## config.mk

```make
export PLATFORM = sky130hd
export DESIGN_NAME = mem_bus_rr_arbiter
export DESIGN_NICKNAME = d
export VERILOG_FILES = /design/src/rtl/mem_bus_rr_arbiter.sv
export SDC_FILE = /design/constraint.sdc
export NUM_CORES = 1
export LEC_CHECK = 0
export CELL_PAD_IN_SITES_DETAIL_PLACEMENT = 1
export CELL_PAD_IN_SITES_GLOBAL_PLACEMENT = 1
export CORE_MARGIN = 5
export CORE_UTILIZATION = 17
export DETAILED_ROUTE_END_ITERATION = 12
export PLACE_DENSITY = 0.95
export SYNTH_ARGS = -nofsm -noshare
export SYNTH_HDL_FRONTEND = slang
export SYNTH_SLANG_ARGS = --single-unit
```

## constraint.sdc

```tcl
create_clock -name clk -period 5.6 [get_ports clk]
set_input_delay 0.84 -clock clk [delete_from_list [all_inputs] [get_ports clk]]
set_output_delay 0.84 -clock clk [all_outputs]
set_load 0.03 [all_outputs]
```

## src/rtl/mem_bus_rr_arbiter.sv

```systemverilog
// mem_bus_rr_arbiter: shares one bus master port between N_REQ requesters, routes responses by ID FIFO (ARB_FIXED_PRIO_EN = fixed priority).
// Latency: req->bus_req/gnt and bus_r_valid->r_valid are combinational, zero cycles.
// Backpressure: bus_req_o is held low while MAX_OUTST transactions are unanswered; requesters hold until gnt_o.

module mem_bus_id_fifo #(
    parameter int W     = 2,
    parameter int DEPTH = 2
) (
    input  logic                       clk,
    input  logic                       rst_n,
    input  logic                       push_vld,
    input  logic [W-1:0]               push_dat,
    input  logic                       pop_rdy,
    output logic [W-1:0]               head_dat,
    output logic [$clog2(DEPTH+1)-1:0] cnt
);
    localparam int AW = (DEPTH > 1) ? $clog2(DEPTH) : 1;
    localparam int CW = $clog2(DEPTH + 1);

    logic [W-1:0]  mem [DEPTH];
    logic [AW-1:0] wr_ptr;
    logic [AW-1:0] rd_ptr;

    function automatic logic [AW-1:0] nxt(input logic [AW-1:0] p);
        return (p == AW'(DEPTH - 1)) ? '0 : p + AW'(1);
    endfunction

    assign head_dat = mem[rd_ptr];

    always_ff @(posedge clk or negedge rst_n) begin
        if (!rst_n) begin
            for (int i = 0; i < DEPTH; i++) mem[i] <= '0;
            wr_ptr <= '0;
            rd_ptr <= '0;
            cnt    <= '0;
        end else begin
            if (push_vld) begin
                mem[wr_ptr] <= push_dat;
                wr_ptr      <= nxt(wr_ptr);
            end
            if (pop_rdy) rd_ptr <= nxt(rd_ptr);
            case ({push_vld, pop_rdy})
                2'b10:   cnt <= cnt + CW'(1);
                2'b01:   cnt <= cnt - CW'(1);
                default: cnt <= cnt;
            endcase
        end
    end
endmodule

module mem_bus_rr_arbiter #(
    parameter int N_REQ      = 4,
    parameter int ADDR_WIDTH = 13,
    parameter int DATA_WIDTH = 32,
    parameter int BE_WIDTH   = DATA_WIDTH / 8,
    parameter int MAX_OUTST  = 2
) (
    input  logic                                 clk,
    input  logic                                 rst_n,
    input  logic [N_REQ-1:0]                     req_i,
    input  logic [N_REQ-1:0][ADDR_WIDTH-1:0]     add_i,
    input  logic [N_REQ-1:0]                     wen_i,
    input  logic [N_REQ-1:0][DATA_WIDTH-1:0]     wdata_i,
    input  logic [N_REQ-1:0][BE_WIDTH-1:0]       be_i,
    output logic [N_REQ-1:0]                     gnt_o,
    output logic [N_REQ-1:0]                     r_valid_o,
    output logic [DATA_WIDTH-1:0]                r_rdata_o,
    output logic                                 bus_req_o,
    output logic [ADDR_WIDTH-1:0]                bus_add_o,
    output logic                                 bus_wen_o,
    output logic [DATA_WIDTH-1:0]                bus_wdata_o,
    output logic [BE_WIDTH-1:0]                  bus_be_o,
    input  logic                                 bus_gnt_i,
    input  logic                                 bus_r_valid_i,
    input  logic [DATA_WIDTH-1:0]                bus_r_rdata_i,
    output logic                                 err_o
);
    localparam int IW = $clog2(N_REQ);
    localparam int CW = $clog2(MAX_OUTST + 1);

    logic [IW-1:0] win;
    logic [IW-1:0] head;
    logic [CW-1:0] cnt;
    logic          req_any;
    logic          accept;
    logic          pop;

`ifdef ARB_FIXED_PRIO_EN
    always_comb begin
        win = '0;
        for (int i = N_REQ - 1; i >= 0; i--) begin
            if (req_i[i]) win = IW'(i);
        end
    end
`else
    logic [IW-1:0] ptr;

    // Walk the rotated order backwards so the entry closest to ptr is written last.
    always_comb begin
        win = '0;
        for (int k = N_REQ - 1; k >= 0; k--) begin
            if (req_i[(int'(ptr) + k) % N_REQ]) win = IW'((int'(ptr) + k) % N_REQ);
        end
    end

    always_ff @(posedge clk or negedge rst_n) begin
        if (!rst_n)      ptr <= '0;
        else if (accept) ptr <= (win == IW'(N_REQ - 1)) ? '0 : win + IW'(1);
    end
`endif

    assign req_any   = |req_i;
    // No bypass: a pop in the same cycle does not open a slot while full.
    assign bus_req_o = req_any && (cnt < CW'(MAX_OUTST));
    assign accept    = bus_req_o && bus_gnt_i;
    assign pop       = bus_r_valid_i && (cnt != '0);

    assign bus_add_o   = req_any ? add_i[win]   : '0;
    assign bus_wen_o   = req_any ? wen_i[win]   : 1'b0;
    assign bus_wdata_o = req_any ? wdata_i[win] : '0;
    assign bus_be_o    = req_any ? be_i[win]    : '0;
    assign r_rdata_o   = bus_r_rdata_i;

    always_comb begin
        gnt_o     = '0;
        r_valid_o = '0;
        for (int i = 0; i < N_REQ; i++) begin
            gnt_o[i]     = accept && (win == IW'(i));
            r_valid_o[i] = pop && (head == IW'(i));
        end
    end

    mem_bus_id_fifo #(
        .W     (IW),
        .DEPTH (MAX_OUTST)
    ) u_id_fifo (
        .clk      (clk),
        .rst_n    (rst_n),
        .push_vld (accept),
        .push_dat (win),
        .pop_rdy  (pop),
        .head_dat (head),
        .cnt      (cnt)
    );

    always_ff @(posedge clk or negedge rst_n) begin
        if (!rst_n)                         err_o <= 1'b0;
        else if (bus_r_valid_i && cnt == '0) err_o <= 1'b1;
    end
endmodule

```

==> metrics.txt <==
# TYPE chip_impl_metric gauge
chip_impl_info{name="outcome",value="finished clean"} 1
chip_impl_metric{name="floorplan.io_pins",unit=""} 332
chip_impl_metric{name="synth_area_per_cell",unit="um^2"} 8.82
chip_impl_metric{name="ys_ff_latch",unit=""} 11
chip_impl_metric{name="rel_slew_slack",unit="%"} 57.4
chip_impl_info{name="layout_commonest_cell",value="sky130_fd_sc_hd__clkdlybuf4s50_1"} 1
chip_impl_metric{name="cp.required",unit="ps"} 4760
chip_impl_info{name="worstSetupStartpoint",value="req_i[0]"} 1
chip_impl_metric{name="syn-instance-count",unit=""} 286
chip_impl_info{name="hold_crit_class",value="reg2reg"} 1
chip_impl_metric{name="cts.sinks",unit=""} 11
chip_impl_metric{name="post_cts_resize_count",unit=""} 0
chip_impl_metric{name="cts_hold_repair.buffers",unit=""} 0
chip_impl_metric{name="chipWidth",unit="um"} 132
chip_impl_metric{name="portBuffers",unit=""} 267
chip_impl_info{name="synthTopCellsByArea",value="sky130_fd_sc_hd__mux2i_1 41%, sky130_fd_sc_hd__o22ai_1 13%, sky130_fd_sc_hd__dfrtp_1 11%, sky130_fd_sc_hd__buf_4 9.5%, sky130_fd_sc_hd__buf_12 4.8%"} 1
chip_impl_metric{name="synth_warnings",unit=""} 0
chip_impl_metric{name="final.setup_skew",unit="ps"} 3.37
chip_impl_metric{name="clk_pin_slew",unit="ps"} 40
chip_impl_info{name="cp-endpoint",value="bus_wdata_o[8]"} 1
chip_impl_metric{name="track_usage",unit="%"} 13.3
chip_impl_info{name="layout_common_cells",value="267 x sky130_fd_sc_hd__clkdlybuf4s50_1, 104 x sky130_fd_sc_hd__mux2i_1, 52 x sky130_fd_sc_hd__o22ai_1"} 1
chip_impl_metric{name="slew_viol_final",unit=""} 0
chip_impl_metric{name="final.period_utilization",unit="%"} 76.0
chip_impl_info{name="timing.critical_path.mode_cell",value="sky130_fd_sc_hd__clkdlybuf4s50_1"} 1
chip_impl_info{name="crit-reg2reg-capture",value="u_id_fifo.mem[2]"} 1
chip_impl_metric{name="routed_wire_length_per_instance",unit="um"} 18.3
chip_impl_info{name="rsz0062_at_grt",value="no"} 1
chip_impl_info{name="crit_type",value="in2out"} 1
chip_impl_metric{name="cpPeakStageDelay",unit="ps"} 640
chip_impl_metric{name="initialDrtViolationCount",unit=""} 48
chip_impl_metric{name="detailroute.via_count",unit=""} 3107
chip_impl_info{name="reg2reg_from",value="ptr[1]"} 1
chip_impl_info{name="clk_root_buffer_cell",value="sky130_fd_sc_hd__clkbuf_16"} 1
chip_impl_metric{name="design.die.area",unit="um^2"} 17400
chip_impl_metric{name="clock.fmax",unit="MHz"} 235
chip_impl_metric{name="netlist_area",unit="um^2"} 2520
chip_impl_metric{name="fin_tns_setup",unit="ps"} 0
chip_impl_metric{name="fin_ws",unit="ps"} 1340
chip_impl_metric{name="initial_utilization",unit="%"} 17.4
chip_impl_metric{name="worst_ep_arrival_time",unit="ps"} 3420
chip_impl_metric{name="place.gp.congestion",unit=""} 0.856
chip_impl_info{name="synth_top_cell_by_area",value="sky130_fd_sc_hd__mux2i_1"} 1
chip_impl_metric{name="syn_nets",unit=""} 531
chip_impl_metric{name="vdd.ir_drop.worst",unit="mV"} 0.161
chip_impl_metric{name="p_leak",unit="nW"} 2.04
chip_impl_metric{name="largest_driver_fanout_on_the_critical_path",unit=""} 33
chip_impl_metric{name="p_per_area",unit="nW/um^2"} 397
chip_impl_info{name="setup.worst_path.end_class",value="primary output"} 1
chip_impl_metric{name="final-hold-violation-count",unit=""} 0
chip_impl_metric{name="finalSetupViolCount",unit=""} 0
chip_impl_metric{name="antenna_cells_inserted",unit=""} 0
chip_impl_metric{name="synth.lib_cells_used.distinct",unit=""} 36
chip_impl_metric{name="drt_pre_antenna_iters",unit=""} 4
chip_impl_metric{name="number_of_antenna_violations_at_the_first_check_in_global_routing",unit=""} 0
chip_impl_metric{name="numPlacedInstances",unit=""} 684
chip_impl_info{name="cp_cell_sequence",value="clkdlybuf4s50_1 -> nand2_1 -> a21oi_1 -> a211o_2 -> buf_4 -> o22ai_1 -> clkdlybuf4s50_1"} 1
chip_impl_metric{name="drc",unit=""} 0
chip_impl_metric{name="final_layout_size_suffix_gt1_share",unit="%"} 3.37
chip_impl_metric{name="overflow",unit=""} 0
chip_impl_metric{name="timing.max_cap.violations",unit=""} 0
chip_impl_metric{name="floorplan.core_area",unit="um^2"} 14500
chip_impl_metric{name="reg2reg_setup_slack",unit="ps"} 3560
chip_impl_metric{name="post-place-ws",unit="ps"} 1370
chip_impl_metric{name="htreeDepth",unit=""} 1
chip_impl_metric{name="cts_inserted_buffers",unit=""} 3
chip_impl_metric{name="design.final.nets",unit=""} 750
chip_impl_metric{name="insertion_delay",unit="ps"} 240
chip_impl_metric{name="die_height",unit="um"} 132
chip_impl_metric{name="maximum_number_of_pins_on_one_net_before_global_route_repair",unit=""} 61
chip_impl_metric{name="drtAntennaViolNets",unit=""} 0
chip_impl_metric{name="half_perimeter_wire_length_after_detailed_placement",unit="um"} 10900
chip_impl_metric{name="tightestPinTransition",unit="ps"} 638
chip_impl_metric{name="number_of_standard_cell_rows_in_the_floorplan",unit=""} 44
chip_impl_metric{name="yosysTopAreaCellShare",unit="%"} 41.2
chip_impl_metric{name="cts_setup_buffers",unit=""} 0
chip_impl_metric{name="vias_per_cell",unit=""} 4.52
chip_impl_metric{name="wire_length_of_the_first_global_routing_pass",unit="um"} 18800
chip_impl_metric{name="max-clock-path-buffers",unit=""} 2
chip_impl_metric{name="period_minus_slack",unit="ps"} 4260
chip_impl_info{name="cp-start-kind",value="input pin"} 1
chip_impl_metric{name="register_to_register_path_depth",unit=""} 5
chip_impl_metric{name="synth-seq-area-share",unit="%"} 10.9
chip_impl_info{name="critical-path-slowest-cell",value="sky130_fd_sc_hd__clkdlybuf4s50_1"} 1
chip_impl_metric{name="detail_route.wirelength",unit="um"} 12600
chip_impl_metric{name="finalPower",unit="mW"} 2.03
chip_impl_metric{name="first_global_vias",unit=""} 3268
chip_impl_metric{name="post_layout_nonfiller_instances",unit=""} 688
chip_impl_metric{name="filler_cell_count",unit=""} 1679
chip_impl_info{name="tritoncts",value="done"} 1
chip_impl_metric{name="synthToLayoutAreaGrowth",unit="%"} 102
## cell families after synthesis
family / synth area share (%)
fa+ha+maj: 2.48
compound gates: 17.5
flops: 10.9
mux: 42.3
simple gates: 4.76
xor+xnor: 1.74
buf+inv: 20.3
## per-layer routing
metal,GRT usage [%],wire (um)
met2,24.8,6540
met4,3.83,245
met1,14.9,4810
met3,3.36,975
met5,0,0
## synthesized netlist by cell type, drive strengths merged
master and count:
mux2i 104, o22ai 52, buf 43, clkbuf 14
dfrtp 11, inv 10, nor2 9, nand2 7
a21oi 6, ha 5, and3 4, xnor2 4
o21ai 3, mux2 2, a211o 1, a21o 1
a31oi 1, a32oi 1, and2 1, nand3 1
nand3b 1, nor3 1, nor3b 1, o2bb2a 1
o32a 1, xor2 1
## worst max-delay path, delay by kind of cell
kind / cells / cell delay (ps)
AOI/OAI and AO/OA: 3 / 790
buffers and inverters: 3 / 1670
and+or+nand+nor: 1 / 100
## stage by stage
stage | utilization (%) | area (um^2) | hold WS, ps
6_report | 35.2 | 5110 | 464
5_1_grt | 35.2 | 5110 | 504
4_1_cts | 35.2 | 5110 | 466
3_5_place_dp | 34.6 | 5030 | 455
3_3_place_gp | 34.6 | 5030 | 440
2_1_floorplan | - | 2520 | 485
## worst min path at each step
stage / depth (start not counted) / slack (ps) / end / from
after floorplan: 1 / 480 / u_id_fifo.wr_ptr / u_id_fifo.wr_ptr
final: 1 / 460 / err_o / err_o
after global placement: 1 / 440 / err_o / err_o
after CTS: 1 / 470 / err_o / err_o
after detailed placement: 1 / 450 / err_o / err_o
after global routing: 1 / 500 / err_o / err_o
## report_power, final
group / switching [mW] / internal [mW] / leakage (nW) / total, mW
sequential: 0.0575 / 0.118 / 0.128 / 0.175
clock: 0.0334 / 0.0954 / 0.0382 / 0.129
combinational: 0.935 / 0.792 / 1.87 / 1.73
## state kept, by name, summed over array words and instances (netlist names)
signal and cells:
err_o 1, ptr 2, u_id_fifo.cnt 2, u_id_fifo.mem 4, u_id_fifo.rd_ptr 1, u_id_fifo.wr_ptr 1
## cell type report
cell class                 instances  area [um^2]  area share [%]
clock buffer                       4         78.8            1.54
inverter                          10         37.5           0.735
multi-input combinational        208         1750            34.2
sequential                        11          275            5.39
tap                              184          230            4.51
timing repair buffer             271         2740            53.6
Power figures use the tool's default switching activity.
